### src/rtl/multi_phase_light_ctrl_pkg.sv
// Shared state encoding, interval-table addresses and the next-phase search for the light controller.
// Pure definitions: no latency, no backpressure.
package multi_phase_light_ctrl_pkg;

  typedef enum logic [2:0] {
    S_GREEN  = 3'd0,
    S_EXT    = 3'd1,
    S_YELLOW = 3'd2,
    S_ALLRED = 3'd3,
    S_WALK   = 3'd4
  } state_t;

  localparam logic [1:0] ADDR_GREEN  = 2'd0;
  localparam logic [1:0] ADDR_EXT    = 2'd1;
  localparam logic [1:0] ADDR_YELLOW = 2'd2;
  localparam logic [1:0] ADDR_WALK   = 2'd3;

  localparam int MAX_PHASES = 8;

  // First phase after cur with demand; wrapping round to phase 0 always ends the search.
  function automatic logic [2:0] next_phase(input logic [MAX_PHASES-1:0] demand,
                                            input logic [2:0] cur, input int num);
    logic [2:0] res;
    logic       found;
    int         idx;
    res   = 3'd0;
    found = 1'b0;
    for (int k = 1; k < MAX_PHASES; k++) begin
      idx = (int'(cur) + k) % num;
      if (!found && k < num && (idx == 0 || demand[idx])) begin
        res   = 3'(idx);
        found = 1'b1;
      end
    end
    return res;
  endfunction

endpackage

### src/rtl/multi_phase_light_ctrl_if.sv
// Controller-side bundle: timebase, demand inputs, programming port and lamp/debug outputs.
// Wiring only: no latency, no backpressure.
interface multi_phase_light_ctrl_if #(
  parameter int NUM_PHASES = 4,
  parameter int TW         = 8
);
  localparam int PW = $clog2(NUM_PHASES);

  logic                  tick;
  logic [NUM_PHASES-1:0] sensor;
  logic                  walk_req;
  logic                  prg_we;
  logic [1:0]            prg_addr;
  logic [TW-1:0]         prg_data;
  logic [NUM_PHASES-1:0] green;
  logic [NUM_PHASES-1:0] yellow;
  logic [NUM_PHASES-1:0] red;
  logic                  walk_light;
  logic                  walk_ack;
  logic [PW-1:0]         cur_phase;
  logic [2:0]            fsm_state;

  modport master (
    output tick, sensor, walk_req, prg_we, prg_addr, prg_data,
    input  green, yellow, red, walk_light, walk_ack, cur_phase, fsm_state
  );

  modport slave (
    input  tick, sensor, walk_req, prg_we, prg_addr, prg_data,
    output green, yellow, red, walk_light, walk_ack, cur_phase, fsm_state
  );

endinterface

### src/rtl/multi_phase_light_ctrl_timer.sv
// Interval down-counter: expires on the value-th tick after the load cycle; value 0 acts as 1.
// Latency: expired is combinational from the counter and tick; no backpressure.
module interval_timer #(
  parameter int TW = 8
) (
  input  logic          clk,
  input  logic          rst,
  input  logic          load,
  input  logic [TW-1:0] value,
  input  logic          tick,
  output logic          expired
);

  logic [TW-1:0] cnt;

  // A tick arriving in the load cycle is deliberately dropped.
  always_ff @(posedge clk or posedge rst) begin
    if (rst) begin
      cnt <= '0;
    end else if (load) begin
      cnt <= (value == '0) ? TW'(1) : value;
    end else if (tick && cnt != '0) begin
      cnt <= cnt - TW'(1);
    end
  end

  assign expired = tick & ~load & (cnt == TW'(1));

endmodule

### src/rtl/multi_phase_light_ctrl.sv
// N-phase light controller FSM with programmable interval table and pedestrian walk insertion.
// Latency: all outputs registered, one clk after the deciding tick; no backpressure (inputs always sampled).
module multi_phase_light_ctrl
  import multi_phase_light_ctrl_pkg::*;
#(
  parameter int NUM_PHASES = 4,
  parameter int TW         = 8,
  parameter int T_GREEN    = 12,
  parameter int T_EXT      = 6,
  parameter int T_YELLOW   = 3,
  parameter int T_WALK     = 8,
  parameter int T_ALLRED   = 1
) (
  input  logic                    clk,
  input  logic                    sys_reset,
  multi_phase_light_ctrl_if.slave bus
);

  localparam int                    PW    = $clog2(NUM_PHASES);
  localparam logic [NUM_PHASES-1:0] LAMP0 = NUM_PHASES'(1);

  state_t                state;
  state_t                nxt_state;
  logic [PW-1:0]         nxt_phase;
  logic [PW-1:0]         phase_after;
  logic [TW-1:0]         nxt_len;
  logic [NUM_PHASES-1:0] nxt_lamp, nxt_green, nxt_yellow;
  logic                  go, expired, load, walk_pending, entering_walk;
  logic [TW-1:0]         load_val, t_green, t_ext, t_yellow, t_walk;

  interval_timer #(.TW(TW)) u_timer (
    .clk    (clk),
    .rst    (sys_reset),
    .load   (load),
    .value  (load_val),
    .tick   (bus.tick),
    .expired(expired)
  );

  assign phase_after = PW'(next_phase(MAX_PHASES'(bus.sensor), 3'(bus.cur_phase), NUM_PHASES));

  // A table write outranks any expiry in the same cycle and restarts the cycle at phase 0.
  always_comb begin
    go        = 1'b0;
    nxt_state = state;
    nxt_phase = bus.cur_phase;
    nxt_len   = t_green;
    if (bus.prg_we) begin
      go        = 1'b1;
      nxt_state = S_GREEN;
      nxt_phase = '0;
      nxt_len   = (bus.prg_addr == ADDR_GREEN) ? bus.prg_data : t_green;
    end else if (expired) begin
      go = 1'b1;
      case (state)
        S_GREEN: begin
          if (bus.sensor[bus.cur_phase]) begin
            nxt_state = S_EXT;
            nxt_len   = t_ext;
          end else begin
            nxt_state = S_YELLOW;
            nxt_len   = t_yellow;
          end
        end
        S_EXT: begin
          nxt_state = S_YELLOW;
          nxt_len   = t_yellow;
        end
        S_YELLOW: begin
          nxt_state = S_ALLRED;
          nxt_len   = TW'(T_ALLRED);
        end
        S_ALLRED: begin
          if (walk_pending) begin
            nxt_state = S_WALK;
            nxt_len   = t_walk;
          end else begin
            nxt_state = S_GREEN;
            nxt_phase = phase_after;
          end
        end
        default: begin
          nxt_state = S_GREEN;
          nxt_phase = phase_after;
        end
      endcase
    end
    nxt_lamp      = LAMP0 << nxt_phase;
    nxt_green     = (nxt_state == S_GREEN || nxt_state == S_EXT) ? nxt_lamp : '0;
    nxt_yellow    = (nxt_state == S_YELLOW) ? nxt_lamp : '0;
    entering_walk = go && (nxt_state == S_WALK);
  end

  always_ff @(posedge clk or posedge sys_reset) begin
    if (sys_reset) begin
      state          <= S_GREEN;
      load           <= 1'b1;
      load_val       <= TW'(T_GREEN);
      t_green        <= TW'(T_GREEN);
      t_ext          <= TW'(T_EXT);
      t_yellow       <= TW'(T_YELLOW);
      t_walk         <= TW'(T_WALK);
      walk_pending   <= 1'b0;
      bus.cur_phase  <= '0;
      bus.fsm_state  <= S_GREEN;
      bus.green      <= LAMP0;
      bus.yellow     <= '0;
      bus.red        <= ~LAMP0;
      bus.walk_light <= 1'b0;
      bus.walk_ack   <= 1'b0;
    end else begin
      load         <= go;
      bus.walk_ack <= entering_walk;
      if (go) begin
        state          <= nxt_state;
        load_val       <= nxt_len;
        bus.cur_phase  <= nxt_phase;
        bus.fsm_state  <= nxt_state;
        bus.green      <= nxt_green;
        bus.yellow     <= nxt_yellow;
        bus.red        <= ~(nxt_green | nxt_yellow);
        bus.walk_light <= (nxt_state == S_WALK);
      end
      if (bus.prg_we) begin
        case (bus.prg_addr)
          ADDR_GREEN:  t_green  <= bus.prg_data;
          ADDR_EXT:    t_ext    <= bus.prg_data;
          ADDR_YELLOW: t_yellow <= bus.prg_data;
          ADDR_WALK:   t_walk   <= bus.prg_data;
        endcase
      end
      // The ack cycle clears the external walk register, so a request seen then is already served.
      if (entering_walk || bus.walk_ack) begin
        walk_pending <= 1'b0;
      end else if (bus.walk_req) begin
        walk_pending <= 1'b1;
      end
    end
  end

endmodule

### src/flat_wrapper.sv
// flat-port wrapper written by rule: the top's interface ports become plain ports
module multi_phase_light_ctrl_flat import multi_phase_light_ctrl_pkg::*;
#(
  parameter int NUM_PHASES = 4,
  parameter int TW         = 8,
  parameter int T_GREEN    = 12,
  parameter int T_EXT      = 6,
  parameter int T_YELLOW   = 3,
  parameter int T_WALK     = 8,
  parameter int T_ALLRED   = 1
)
  (clk, sys_reset, bus_tick, bus_sensor, bus_walk_req, bus_prg_we, bus_prg_addr, bus_prg_data, bus_green, bus_yellow, bus_red, bus_walk_light, bus_walk_ack, bus_cur_phase, bus_fsm_state);
  multi_phase_light_ctrl_if #(.NUM_PHASES(NUM_PHASES), .TW(TW)) bus_i ();
  input  logic clk;
  input  logic sys_reset;
  input wire logic [$bits(bus_i.tick)-1:0] bus_tick;
  input wire logic [$bits(bus_i.sensor)-1:0] bus_sensor;
  input wire logic [$bits(bus_i.walk_req)-1:0] bus_walk_req;
  input wire logic [$bits(bus_i.prg_we)-1:0] bus_prg_we;
  input wire logic [$bits(bus_i.prg_addr)-1:0] bus_prg_addr;
  input wire logic [$bits(bus_i.prg_data)-1:0] bus_prg_data;
  output wire logic [$bits(bus_i.green)-1:0] bus_green;
  output wire logic [$bits(bus_i.yellow)-1:0] bus_yellow;
  output wire logic [$bits(bus_i.red)-1:0] bus_red;
  output wire logic [$bits(bus_i.walk_light)-1:0] bus_walk_light;
  output wire logic [$bits(bus_i.walk_ack)-1:0] bus_walk_ack;
  output wire logic [$bits(bus_i.cur_phase)-1:0] bus_cur_phase;
  output wire logic [$bits(bus_i.fsm_state)-1:0] bus_fsm_state;
  assign bus_i.tick = bus_tick;
  assign bus_i.sensor = bus_sensor;
  assign bus_i.walk_req = bus_walk_req;
  assign bus_i.prg_we = bus_prg_we;
  assign bus_i.prg_addr = bus_prg_addr;
  assign bus_i.prg_data = bus_prg_data;
  assign bus_green = bus_i.green;
  assign bus_yellow = bus_i.yellow;
  assign bus_red = bus_i.red;
  assign bus_walk_light = bus_i.walk_light;
  assign bus_walk_ack = bus_i.walk_ack;
  assign bus_cur_phase = bus_i.cur_phase;
  assign bus_fsm_state = bus_i.fsm_state;
  multi_phase_light_ctrl #(.NUM_PHASES(NUM_PHASES), .TW(TW), .T_GREEN(T_GREEN), .T_EXT(T_EXT), .T_YELLOW(T_YELLOW), .T_WALK(T_WALK), .T_ALLRED(T_ALLRED)) u_core (.clk(clk), .sys_reset(sys_reset), .bus(bus_i));
endmodule
### config.mk
export PLATFORM = sky130hd
export DESIGN_NAME = multi_phase_light_ctrl_flat
export DESIGN_NICKNAME = d
export VERILOG_FILES = /design/src/rtl/multi_phase_light_ctrl_pkg.sv /design/src/rtl/multi_phase_light_ctrl_if.sv /design/src/rtl/multi_phase_light_ctrl_timer.sv /design/src/rtl/multi_phase_light_ctrl.sv /design/src/flat_wrapper.sv
export SDC_FILE = /design/constraint.sdc
export NUM_CORES = 1
export LEC_CHECK = 0
export BUFFER_PORTS_ARGS = -buffer_cell sky130_fd_sc_hd__buf_2
export CAP_MARGIN = 20
export CORE_ASPECT_RATIO = 1.2
export CORE_MARGIN = 3
export CORE_UTILIZATION = 53
export CTS_CLUSTER_SIZE = 28
export DETAILED_ROUTE_END_ITERATION = 12
export PLACE_DENSITY = 0.75
export SLEW_MARGIN = 20
export SYNTH_ARGS = -nofsm -noshare
export SYNTH_HDL_FRONTEND = slang
export SYNTH_SLANG_ARGS = --single-unit
### constraint.sdc
create_clock -name clk -period 2.8 [get_ports clk]
set_input_delay 0.42 -clock clk [delete_from_list [all_inputs] [get_ports clk]]
set_output_delay 0.42 -clock clk [all_outputs]
set_load 0.03 [all_outputs]
==> results.md, run 1 <==
* Die Area at between 7000 and 8000 µm²
* Worst setup EP type: flip-flop
* Ys flop type: dfrtp_1
* Register area share after synthesis at between 40 and 50%
* Worst relative slew slack at between 50% and 60%
* Tmin final at around 2.7 ns
* Hold crit path type: input port to asynchronous set/reset pin
* Vias at between 2000 and 3000
* Hold_buf cts at 0
* Yosys reg bits at between 60 and 70
* Clock Sink Count at 69
* GP Congestion at about 0.81
* Max-slew violations at 0
* Area leader, netlist: dfrtp_1
* # DRC at 0
* Inserted Clock Buffers at 9
* Largest stage delay, worst path at 0.60 ns
* Worst path required time at between 3 and 4 ns
* Starting Density at 55.6%
* CP dominant cell by count: or4_4
* First-pass GRT wire length at roughly 13000 µm
* 1st-iter DRT viols at about 220
* Max frequency at roughly 0.37 GHz
* Antenna diodes at 0
* CORE AREA at 6530 µm²
* Post-CTS Setup Repair Bufs at 0
* Tcrit/Tclk final at around 97%
* Avg Vias per Cell at 5.89
* Finish-stage setup viols at 0
* Setup TNS at 0 ns
* Clk Tree Root Cell: clkbuf_8
* Port bufs at 37
* Reg area at 1740 µm²
* DP Wirelength at ~5700 µm
* Final WL at ~8100 µm
* Nets@finish at slightly above 400
* CP top delay family: simple AND/OR/NAND/NOR gates
* Most common cell after layout, fill and taps aside: dfrtp_1
* Power Dens Cells at between 500 and 600 nW/µm²
* Highest-count cells in the layout ignoring fill and taps: dfrtp_1 (55), mux2_2 (37), buf_2 (37), nand2_1 (27), o21ai_0 (17)
* CP arrival at 2.95 ns
* CTS tree: yes
* RSZ-0062 raised after global routing: false
* CP Buf/Inv Count at 1
* Remaining global-route overflow at 0
* DR WL/cell at between 15 and 20 µm
* Final hold vios at 0
* Post-Syn Area at between 3000 and 4000 µm²
* Largest net degree at the start of global routing at 28
* EDFF count, synth at 0
* FF-to-FF Start: u_core.u_timer.cnt[2]$_DFFE_PP0P_
* R2R Setup Slk at 0.08 ns
* Crit start category: flip-flop
* CP Cell Sequence: or4_4 -> or4_4 -> a211o_1 -> a32oi_4 -> inv_4 -> a32o_1
* Initial antenna violation count at 0
* YS warnings at 0
* Global-route usage over all layers at between 20% and 30%
* Outcome: completed
* 1st-pass router iterations at 5
* Fill cells at ~550
* P_leak at between 1.5 and 2 nW
* DIE HEIGHT at a little under 100 µm
* Max cap viols at 0
* Row Count at 32
* Layout cells sized above 1 at 32.1%
* Routed Antenna Nets at 0
* Clk_skew at 0.00706 ns
* Boundary Pins at 38
* Die W at 81.5 µm
* Post-Syn Instances at 342
* R2R depth at 6
* Syn Area/Cell at approximately 11 µm²
* Post-Syn Nets at 367
* CTS Buffer Depth at 2
* Post-route cell area at roughly 4100 µm²
* CTS clk-pin slew, worst paths at roughly 0.070 ns
* Post-synthesis cell type count at 47
* Ys async rst share at between 90% and 100%
* Worst setup path class: flip-flop to flip-flop
* Multi-input gate area at around 1800 µm²
* Share of the synthesized area in the top cell type at a little under two fifths
* Worst path slowest cell: or4_4
* Area post-placement at a little under 4000 µm²
* Top cells by area, synth: dfrtp_1 (38%), mux2_2 (11%), dfstp_2 (10%), mux2i_1 (3.3%), nand2_1 (2.8%)
* H-tree depth at 3
* Vias in the first global route at 2804
* Max IR drop VDD at 0.399 mV
* Cts repair resizes at 0
* Largest fanout on the critical path at 9
* Worst slew pin tran at 0.701 ns
* RR Endpoint: u_core.bus.green[1]$_DFFE_PP0P_
* Clock Latency Late Sink at approximately 0.35 ns
* Area delta synth->final at 13.6%
==> kinds of logic (layout without fill, tap and decap cells) <==
group	after synthesis	count (layout)	share of synthesized area [%]
simple gates	103	103	14.8
compound gates	76	76	14.6
flops	69	69	48.1
mux	50	50	15.4
buf+inv	32	76	3.59
fa+ha+maj	6	6	2.07
xor+xnor	6	6	1.45
==> state kept, by name, indices dropped and copies added, names as in the netlist <==
register / count
u_core.t_yellow: 8
u_core.bus.walk_light: 1
u_core.t_green: 8
u_core.t_ext: 8
u_core.u_timer.cnt: 8
u_core.t_walk: 8
u_core.bus.green: 4
u_core.bus.cur_phase: 2
u_core.bus.walk_ack: 1
u_core.walk_pending: 1
u_core.bus.fsm_state: 3
u_core.bus.yellow: 4
u_core.bus.red: 4
u_core.load: 1
u_core.load_val: 8
==> report_power, final <==
group          switching [mW]  internal (mW)  total [mW]
Clock                   0.352          0.444       0.797
Sequential              0.101           1.15        1.25
Combinational           0.205          0.206       0.412
==> worst max-delay path by stage <==
stage / from / to / cells after the start
finish: u_core.u_timer.cnt[2]$_DFFE_PP0P_ / u_core.bus.green[1]$_DFFE_PP0P_ / 6
global placement: u_core.u_timer.cnt[2]$_DFFE_PP0P_ / u_core.bus.green[1]$_DFFE_PP0P_ / 6
global route: u_core.u_timer.cnt[2]$_DFFE_PP0P_ / u_core.bus.green[1]$_DFFE_PP0P_ / 6
detailed placement: u_core.u_timer.cnt[2]$_DFFE_PP0P_ / u_core.bus.green[1]$_DFFE_PP0P_ / 6
CTS: u_core.u_timer.cnt[2]$_DFFE_PP0P_ / u_core.bus.green[1]$_DFFE_PP0P_ / 6
floorplan: u_core.bus.cur_phase[0]$_DFFE_PP0P_ / u_core.bus.green[1]$_DFFE_PP0P_ / 9
==> cells in the mapped netlist, types with 2 or more instances <==
master / number
nor4_1: 4
mux2_2: 37
a211oi_1: 5
ha_1: 6
or4_4: 2
nand2_1: 27
inv_1: 10
xor2_1: 5
nor3b_1: 2
o21ai_0: 17
or2_2: 4
nand2b_1: 6
nand3_1: 11
o22ai_1: 9
a21o_1: 6
nor2_1: 16
dfrtp_1: 55
clkbuf_1: 19
a2111oi_0: 3
dfstp_2: 14
a21oi_1: 6
o31ai_1: 5
nand3b_1: 4
a32o_1: 4
nor3_1: 8
a31oi_1: 13
mux2i_1: 12
nor2b_1: 12
or3_1: 2
==> layer usage <==
| layer | wire [µm] | up-vias | track usage [%] |
|---|---|---|---|
| met5 | 0 | - | 0 |
| met4 | 142 | 0 | 8.84 |
| met3 | 377 | 14 | 4.00 |
| met2 | 4020 | 64 | 35.0 |
| met1 | 3510 | 1368 | 28.8 |
| li1 | - | 1329 | - |
==> area by class of cell <==
class | count | area share, %
Clock buffer | 16 | 4.86
Timing Repair Buffer | 48 | 6.50
Tap cell | 85 | 2.58
Inverter | 12 | 1.15
Multi-Input combinational cell | 241 | 42.5
Sequential cell | 69 | 42.4
==> per-stage QoR <==
stage	total power, mW	utilization (%)	setup slack (ns)	hold WS (ns)	instances
finish	2.46	63.1	0.0813	0.118	471
global route	2.58	63.1	0.0127	0.139	471
CTS	2.47	63.1	0.0456	0.122	471
detailed placement	1.68	60.0	0.0531	0.426	455
global placement	1.65	60.0	0.0971	0.432	455
floorplan	1.56	-	0.0891	0.458	342
(Power assumes the default switching activity.)
==> inputs of run 2 (changes only) <==
SYNTH_HIERARCHICAL = 1   (was default)
==> run 2 against run 1 <==
  * Flip-flop and latch count unchanged
  * Fmax increased by 4.1%
  * Sequential share of layout area decreased by 0.93 points
  * Utilization decreased by 2.0 points
  * Sequential power about the same
  * Hold slack got worse by 0.074 ns
  * Non-clock buffer count increased by 1
  * Critical path depth increased by 1
  * Largest power group unchanged
==> results.md, run 2 <==
* Synth Area in Compound Gates at 18.6% (+4.0 points)
* Ys flop type: dfrtp_1
* Finish-stage setup viols at 0 (unchanged)
* Clock Sink Count at 69 (unchanged)
* Vias in the first global route at 2950 (+5.2%)
* CTS clk-pin slew, worst paths at 0.08 ns (about the same)
* Tcrit/Tclk final at 93.3% (-3.8 points)
* Largest fanout on the critical path at 9 (unchanged)
* Ys async rst share at 100% (unchanged)
* DIE HEIGHT at 98.5 µm (+1.9%)
* Xor/xnor share of the synthesized area at 0% (-1.4 points)
* Avg Vias per Cell at 6.28 (+6.6%)
* Clk Tree Root Cell: clkbuf_8
* Mux contribution to synthesized area at 13.9% (-1.6 points)
* Final hold vios at 0 (unchanged)
* Row Count at 33 (+3.1%)
* Yosys reg bits at 69 (unchanged)
* Vias at 2995 (+7.9%)
* 1st-iter DRT viols at 222 (-0.89%)
* DP Wirelength at 6130 µm (+6.7%)
* Post-Syn Area at 3780 µm² (+4.1%)
* First-pass GRT wire length at 15000 µm (+12%)
* Worst setup EP type: flip-flop
* Starting Density at 54.8% (-0.80 points)
* Power Dens Cells at 555 nW/µm² (-7.2%)
* Routed Antenna Nets at 0 (unchanged)
* CORE AREA at 6900 µm² (+5.7%)
* CTS tree: yes
* Hold_buf cts at 0 (unchanged)
* Highest-count cells in the layout ignoring fill and taps: dfrtp_1 (55), buf_2 (37), mux2_2 (33), nand2_1 (28), nor2_1 (17)
* H-tree depth at 3 (unchanged)
* Share of the synthesized area in the top cell type at 36.4% (-1.5 points)
* CTS Buffer Depth at 2 (unchanged)
* Final Power at 2.34 mW (-5.1%)
* Register area share after synthesis at 46.2% (-1.9 points)
* Largest stage delay, worst path at 0.52 ns (-0.08 ns)
* Post-synthesis cell type count at 63 (+34%)
* CP top delay family: compound AO/OA/AOI/OAI gates
* Worst relative slew slack at 67.0% (+14 points)
* Worst path required time at 3.03 ns (about the same)
* 1st-pass router iterations at 4 (-1)
* Worst slew pin tran at 0.495 ns (-0.207 ns)
* Syn Area/Cell at 10.9 µm² (+2.3%)
* Boundary Pins at 38 (unchanged)
* Most common cell after layout, fill and taps aside: dfrtp_1
* P_leak at 1.84 nW (-0.29%)
* Area leader, netlist: dfrtp_1
* Setup TNS at 0 ns (unchanged)
* Die W at 83.1 µm (+1.9%)
* GP Congestion at 0.940 (+17%)
* Synth Area in Adders at 1.99% (-0.082 points)
* Clk_skew at 0.00583 ns (-0.00122 ns)
* Post-Syn Instances at 348 (+1.8%)
* Max-slew violations at 0 (unchanged)
* Max frequency at 0.383 GHz (+4.1%)
* Area delta synth->final at 11.5%
* CP Cell Sequence: ha_2 -> mux4_2 -> nor2_1 -> nor4b_2 -> a22oi_4 -> inv_2 -> o32a_1
* Global-route usage over all layers at 22.4% (+0.57 points)
* Die Area at 8180 µm² (+3.9%)
* Largest net degree at the start of global routing at 24 (-14%)
* Max IR drop VDD at 0.473 mV (+19%)
* Top cells by area, synth: dfrtp_1 (36%), mux2_2 (9.8%), dfstp_2 (9.7%), a32o_1 (2.9%), nand2_1 (2.8%)
* Synthesized-area fraction occupied by and/or/nand/nor cells at 14.5% (-0.32 points)
* Inserted Clock Buffers at 9 (unchanged)
* Post-Syn Nets at 373 (+1.6%)
* Initial antenna violation count at 0 (unchanged)
* Largest family of logic cells by synthesized area: compound AO/OA/AOI/OAI gates
* Max cap viols at 0 (unchanged)
* RSZ-0062 raised after global routing: false
* Remaining global-route overflow at 0 (unchanged)
* Port bufs at 37 (unchanged)
* Worst path slowest cell: mux4_2
* Worst setup path class: flip-flop to flip-flop
* # DRC at 0 (unchanged)
* Most frequent cell after synthesis: dfrtp_1
* Clock Latency Late Sink at 0.34 ns (about the same)
* Synth top cells by count: dfrtp_1 (55), mux2_2 (33), nand2_1 (28)
* CP arrival at 2.84 ns (-0.11 ns)
* DR WL/cell at 18.4 µm (+7.7%)
* Nets@finish at 410 (+0.99%)
* Layout cells sized above 1 at 34.9% (+2.7 points)
* Outcome: completed
* Hold crit path type: input port to asynchronous set/reset pin
* Antenna diodes at 0 (unchanged)
* EDFF count, synth at 0 (unchanged)
* Fill cells at 574 (+5.3%)
* Final WL at 8790 µm (+9.1%)
* Tmin final at 2.61 ns (-0.106 ns)
* YS warnings at 6 (+6)
* CP Buf/Inv Count at 1 (unchanged)
* Crit start category: flip-flop
run 2: worst paths after layout:
check	slack (ns)	endpoint	depth (start not counted)	start
setup / recovery	0.19	u_core/bus.red[0]$_DFFE_PP0P_	7	u_core/bus.cur_phase[1]$_DFFE_PP0P_
hold / removal	0.04	u_core/u_timer/cnt[1]$_DFFE_PP0P_	2	sys_reset
setup reg to reg	0.19	u_core/bus.red[0]$_DFFE_PP0P_	7	u_core/bus.cur_phase[1]$_DFFE_PP0P_
hold reg to reg	0.43	u_core/walk_pending$_DFFE_PP0P_	1	u_core/bus.walk_ack$_DFF_PP0_
max in group asynchronous	1.96	u_core/bus.red[3]$_DFFE_PP1P_	3	sys_reset
min in group clk	0.34	u_core/walk_pending$_DFFE_PP0P_	3	bus_walk_req
run 2: layout make-up:
class	count	area, µm²	area share [%]
tap	87	109	2.59
sequential	69	1740	41.4
clock buffer	10	138	3.27
timing repair buffer	49	275	6.54
inverter	13	48.8	1.16
clock inverter	6	38.8	0.921
multi-input combinational	243	1860	44.1
run 2: per-stage QoR:
stage / setup slack (ns) / cells / utilization, % / hold slack [ns] / instance area, µm²
2_1_floorplan: 0.0937 / 348 / - / 0.236 / 3780
5_1_grt: 0.0155 / 477 / 61.1 / 0.0659 / 4210
6_report: 0.187 / 477 / 61.1 / 0.0436 / 4210
3_3_place_gp: 0.205 / 461 / 58.4 / 0.403 / 4020
3_5_place_dp: 0.125 / 461 / 58.4 / 0.408 / 4020
4_1_cts: 0.0962 / 477 / 60.9 / 0.0364 / 4200
run 2: where the power goes:
group,switching (mW),internal [mW]
Clock,0.385,0.342
Combinational,0.181,0.182
Sequential,0.102,1.15
run 2: cell families after synthesis:
family | after synthesis
buf+inv | 36
fa+ha+maj | 6
simple gates | 101
mux | 43
compound gates | 93
flops | 69
run 2: repair_timing:
| item | 4_1_cts | 5_1_grt |
|---|---|---|
| endpoints found under the setup margin | 0 | 8 |
| buffers inserted | 0 | 0 |
| gates resized for setup | 0 | 3 |
run 2: per-layer routing:
metal,global-route usage [%],vias to the layer above,wire [µm]
met1,30.9,1507,3880
met3,3.51,9,433
li1,-,1386,-
met2,35.9,93,4360
met5,0,-,0
met4,8.81,0,110
==> inputs of run 3 (changes only) <==
clock period = 2.2 ns   (was 2.8 ns; I/O delays follow)
==> run 3 against run 2 <==
  * The flow now finishes with violations (negative setup slack)
  * Critical endpoint is now u_core/bus.yellow[1]$_DFFE_PP0P_
  * Largest power group unchanged
  * Routed wire length grew 3.6%
  * Global-route usage rose by 0.41 points
  * Highest routed layer unchanged
  * Fmax up 7.9%
==> results.md, run 3 (same netlist as run 2, synthesis figures left out) <==
* CP Cell Sequence: or4_4 -> nor3_4 -> buf_6 -> nand2b_4 -> nor4b_4 -> a22oi_4 -> buf_6 -> o31ai_4
* CTS Buffer Depth at 2 (unchanged)
* Clock Latency Late Sink at 0.34 ns (about the same)
* Failing checks: negative setup slack
* Tmin final at 2.42 ns (-0.190 ns)
* Final setup margin at -0.222 ns (-0.410 ns)
* GP Congestion at 0.851 (-9.5%)
* Final Core Density at 67.5% (+6.5 points)
* Max cap viols at 0 (unchanged)
* P_leak at 2.06 nW (+12%)
* Antenna diodes at 0 (unchanged)
* Row Count at 33 (unchanged)
* Hold crit path type: input port to flip-flop
* Layout cells sized above 1 at 44.1% (+9.2 points)
* H-tree depth at 3 (unchanged)
* Boundary Pins at 38 (unchanged)
* 1st-pass router iterations at 5 (+1)
* Worst slew pin tran at 0.477 ns (-0.0176 ns)
* Nets@finish at 443 (+8.0%)
* Tcrit/Tclk final at 110% (+17 points)
* 1st-iter DRT viols at 248 (+12%)
* Worst path slowest cell: or4_4
* Die Area at 8180 µm² (unchanged)
* Highest-count cells in the layout ignoring fill and taps: dfrtp_1 (54), buf_2 (37), buf_4 (35), mux2_2 (33), nand2_1 (27)
* Die W at 83.1 µm (unchanged)
* R2R depth at 8 (+1)
* RSZ-0062 raised after global routing: true
* Max IR drop VDD at 0.574 mV (+21%)
* Area delta synth->final at 23.3%
* Max-slew violations at 0 (unchanged)
* Outcome: finished, violations left
* Max frequency at 0.413 GHz (+7.9%)
* Largest net degree at the start of global routing at 41 (+71%)
* Worst path required time at 2.46 ns (-0.57 ns)
* Largest fanout on the critical path at 7 (-2)
* Clk_skew at 0.00633 ns (+0.000500 ns)
* Worst relative slew slack at 68.1% (+1.2 points)
* Largest stage delay, worst path at 0.56 ns (+0.04 ns)
* Power Dens Cells at 654 nW/µm² (+18%)
* Dpl ws at -0.295 ns (-0.419 ns)
* Initial antenna violation count at 0 (unchanged)
* Crit start category: flip-flop
* Port bufs at 37 (unchanged)
* DR WL/cell at 17.9 µm (-2.9%)
* Starting Density at 54.8% (unchanged)
* Inserted Clock Buffers at 9 (unchanged)
* # DRC at 0 (unchanged)
* Remaining global-route overflow at 0 (unchanged)
* Final hold vios at 0 (unchanged)
* Avg Vias per Cell at 6.14 (-2.2%)
* Global-route usage over all layers at 22.8% (+0.41 points)
* Worst setup EP type: flip-flop
* DIE HEIGHT at 98.5 µm (unchanged)
* Finish-stage setup viols at 14 (+14)
* Vias at 3125 (+4.3%)
* Vias in the first global route at 3184 (+7.9%)
* Clk Tree Root Cell: clkbuf_8
* CTS clk-pin slew, worst paths at 0.07 ns (about the same)
* Final WL at 9100 µm (+3.6%)
* Final Power at 3.05 mW (+30%)
* Most common cell after layout, fill and taps aside: dfrtp_1
* Routed Antenna Nets at 0 (unchanged)
* Fill cells at 511 (-11%)
* Hold path cells at 3
* First-pass GRT wire length at 15300 µm (+2.5%)
* CP dominant cell by count: buf_6
* Clock Sink Count at 69 (unchanged)
* CTS tree: yes
* CORE AREA at 6900 µm² (unchanged)
* CP arrival at 2.68 ns (-0.16 ns)
* DP Wirelength at 6410 µm (+4.7%)
* Worst setup path class: flip-flop to flip-flop
==> run 3: cell types whose count changed in the layout (fill, tap and decap cells not counted), moves of 3 or more <==
| cell | before | now |
|---|---|---|
| buf_4 | 12 | 35 |
| a21oi_2 | 1 | 4 |
| o21ai_1 | 3 | 7 |
| o21ai_0 | 14 | 9 |
| buf_6 | 0 | 7 |
| a21oi_1 | 14 | 11 |
| o31ai_1 | 4 | 0 |
==> run 3: worst paths after layout <==
check,from,to,slack (ns)
worst min-delay path,bus_walk_req,u_core/walk_pending$_DFFE_PP0P_,0.24
min in group asynchronous,sys_reset,u_core/u_timer/cnt[1]$_DFFE_PP0P_,0.49
worst min register to register,u_core/bus.walk_ack$_DFF_PP0_,u_core/walk_pending$_DFFE_PP0P_,0.44
max in group asynchronous,sys_reset,u_core/t_yellow[0]$_DFFE_PP1P_,1.00
worst max-delay path,u_core/u_timer/cnt[2]$_DFFE_PP0P_,u_core/bus.yellow[1]$_DFFE_PP0P_,-0.22
worst max register to register,u_core/u_timer/cnt[2]$_DFFE_PP0P_,u_core/bus.yellow[1]$_DFFE_PP0P_,-0.22
==> run 3: layout make-up <==
| class | instances | area (µm²) | share of cell area, % |
|---|---|---|---|
| Clock buffer | 12 | 155 | 3.33 |
| Multi-Input combinational cell | 243 | 1990 | 42.8 |
| Clock inverter | 3 | 21.3 | 0.457 |
| Inverter | 13 | 53.8 | 1.16 |
| Sequential cell | 69 | 1750 | 37.5 |
| Timing Repair Buffer | 82 | 577 | 12.4 |
| Tap cell | 87 | 109 | 2.34 |
==> run 3: power by group <==
part / internal, mW / switching [mW] / total (mW)
clock network: 0.465 / 0.455 / 0.919
registers: 1.46 / 0.111 / 1.57
logic: 0.287 / 0.269 / 0.557
total: 2.21 / 0.835 / 3.05
==> run 3: metal layers <==
layer / part of all wire [%] / track usage, %
met1: 42 / 29.4
met2: 51 / 38.0
met5: 0 / 0
met4: 2.0 / 10.3
met3: 5.0 / 3.68
==> run 3: worst max-delay path, delay by kind of cell, from the launching register on <==
family          cells  cell delay (ns)
flops               1             0.39
buf+inv             2             0.34
compound gates      2             0.39
simple gates        4             1.22
==> run 3: metrics by stage <==
step | hold WS, ns | instance area [µm²] | TNS (ns) | std cells
floorplan | 0.146 | 3820 | -2.53 | 348
global placement | 0.304 | 4250 | -2.19 | 485
detailed placement | 0.306 | 4250 | -3.07 | 485
CTS | 0.234 | 4560 | -0.842 | 507
global route | 0.298 | 4660 | -3.76 | 509
finish | 0.243 | 4660 | -2.12 | 509
==> run 3: repair_timing <==
action | 4_1_cts | 5_1_grt
hold buffers | 1 | 0
buffers inserted | 6 | 4
pin swaps | 12 | 16
gates cloned | 0 | 0
gates resized for setup | 15 | 22
endpoints found under the setup margin | 16 | 21
endpoints found under the hold margin | 8 | 0
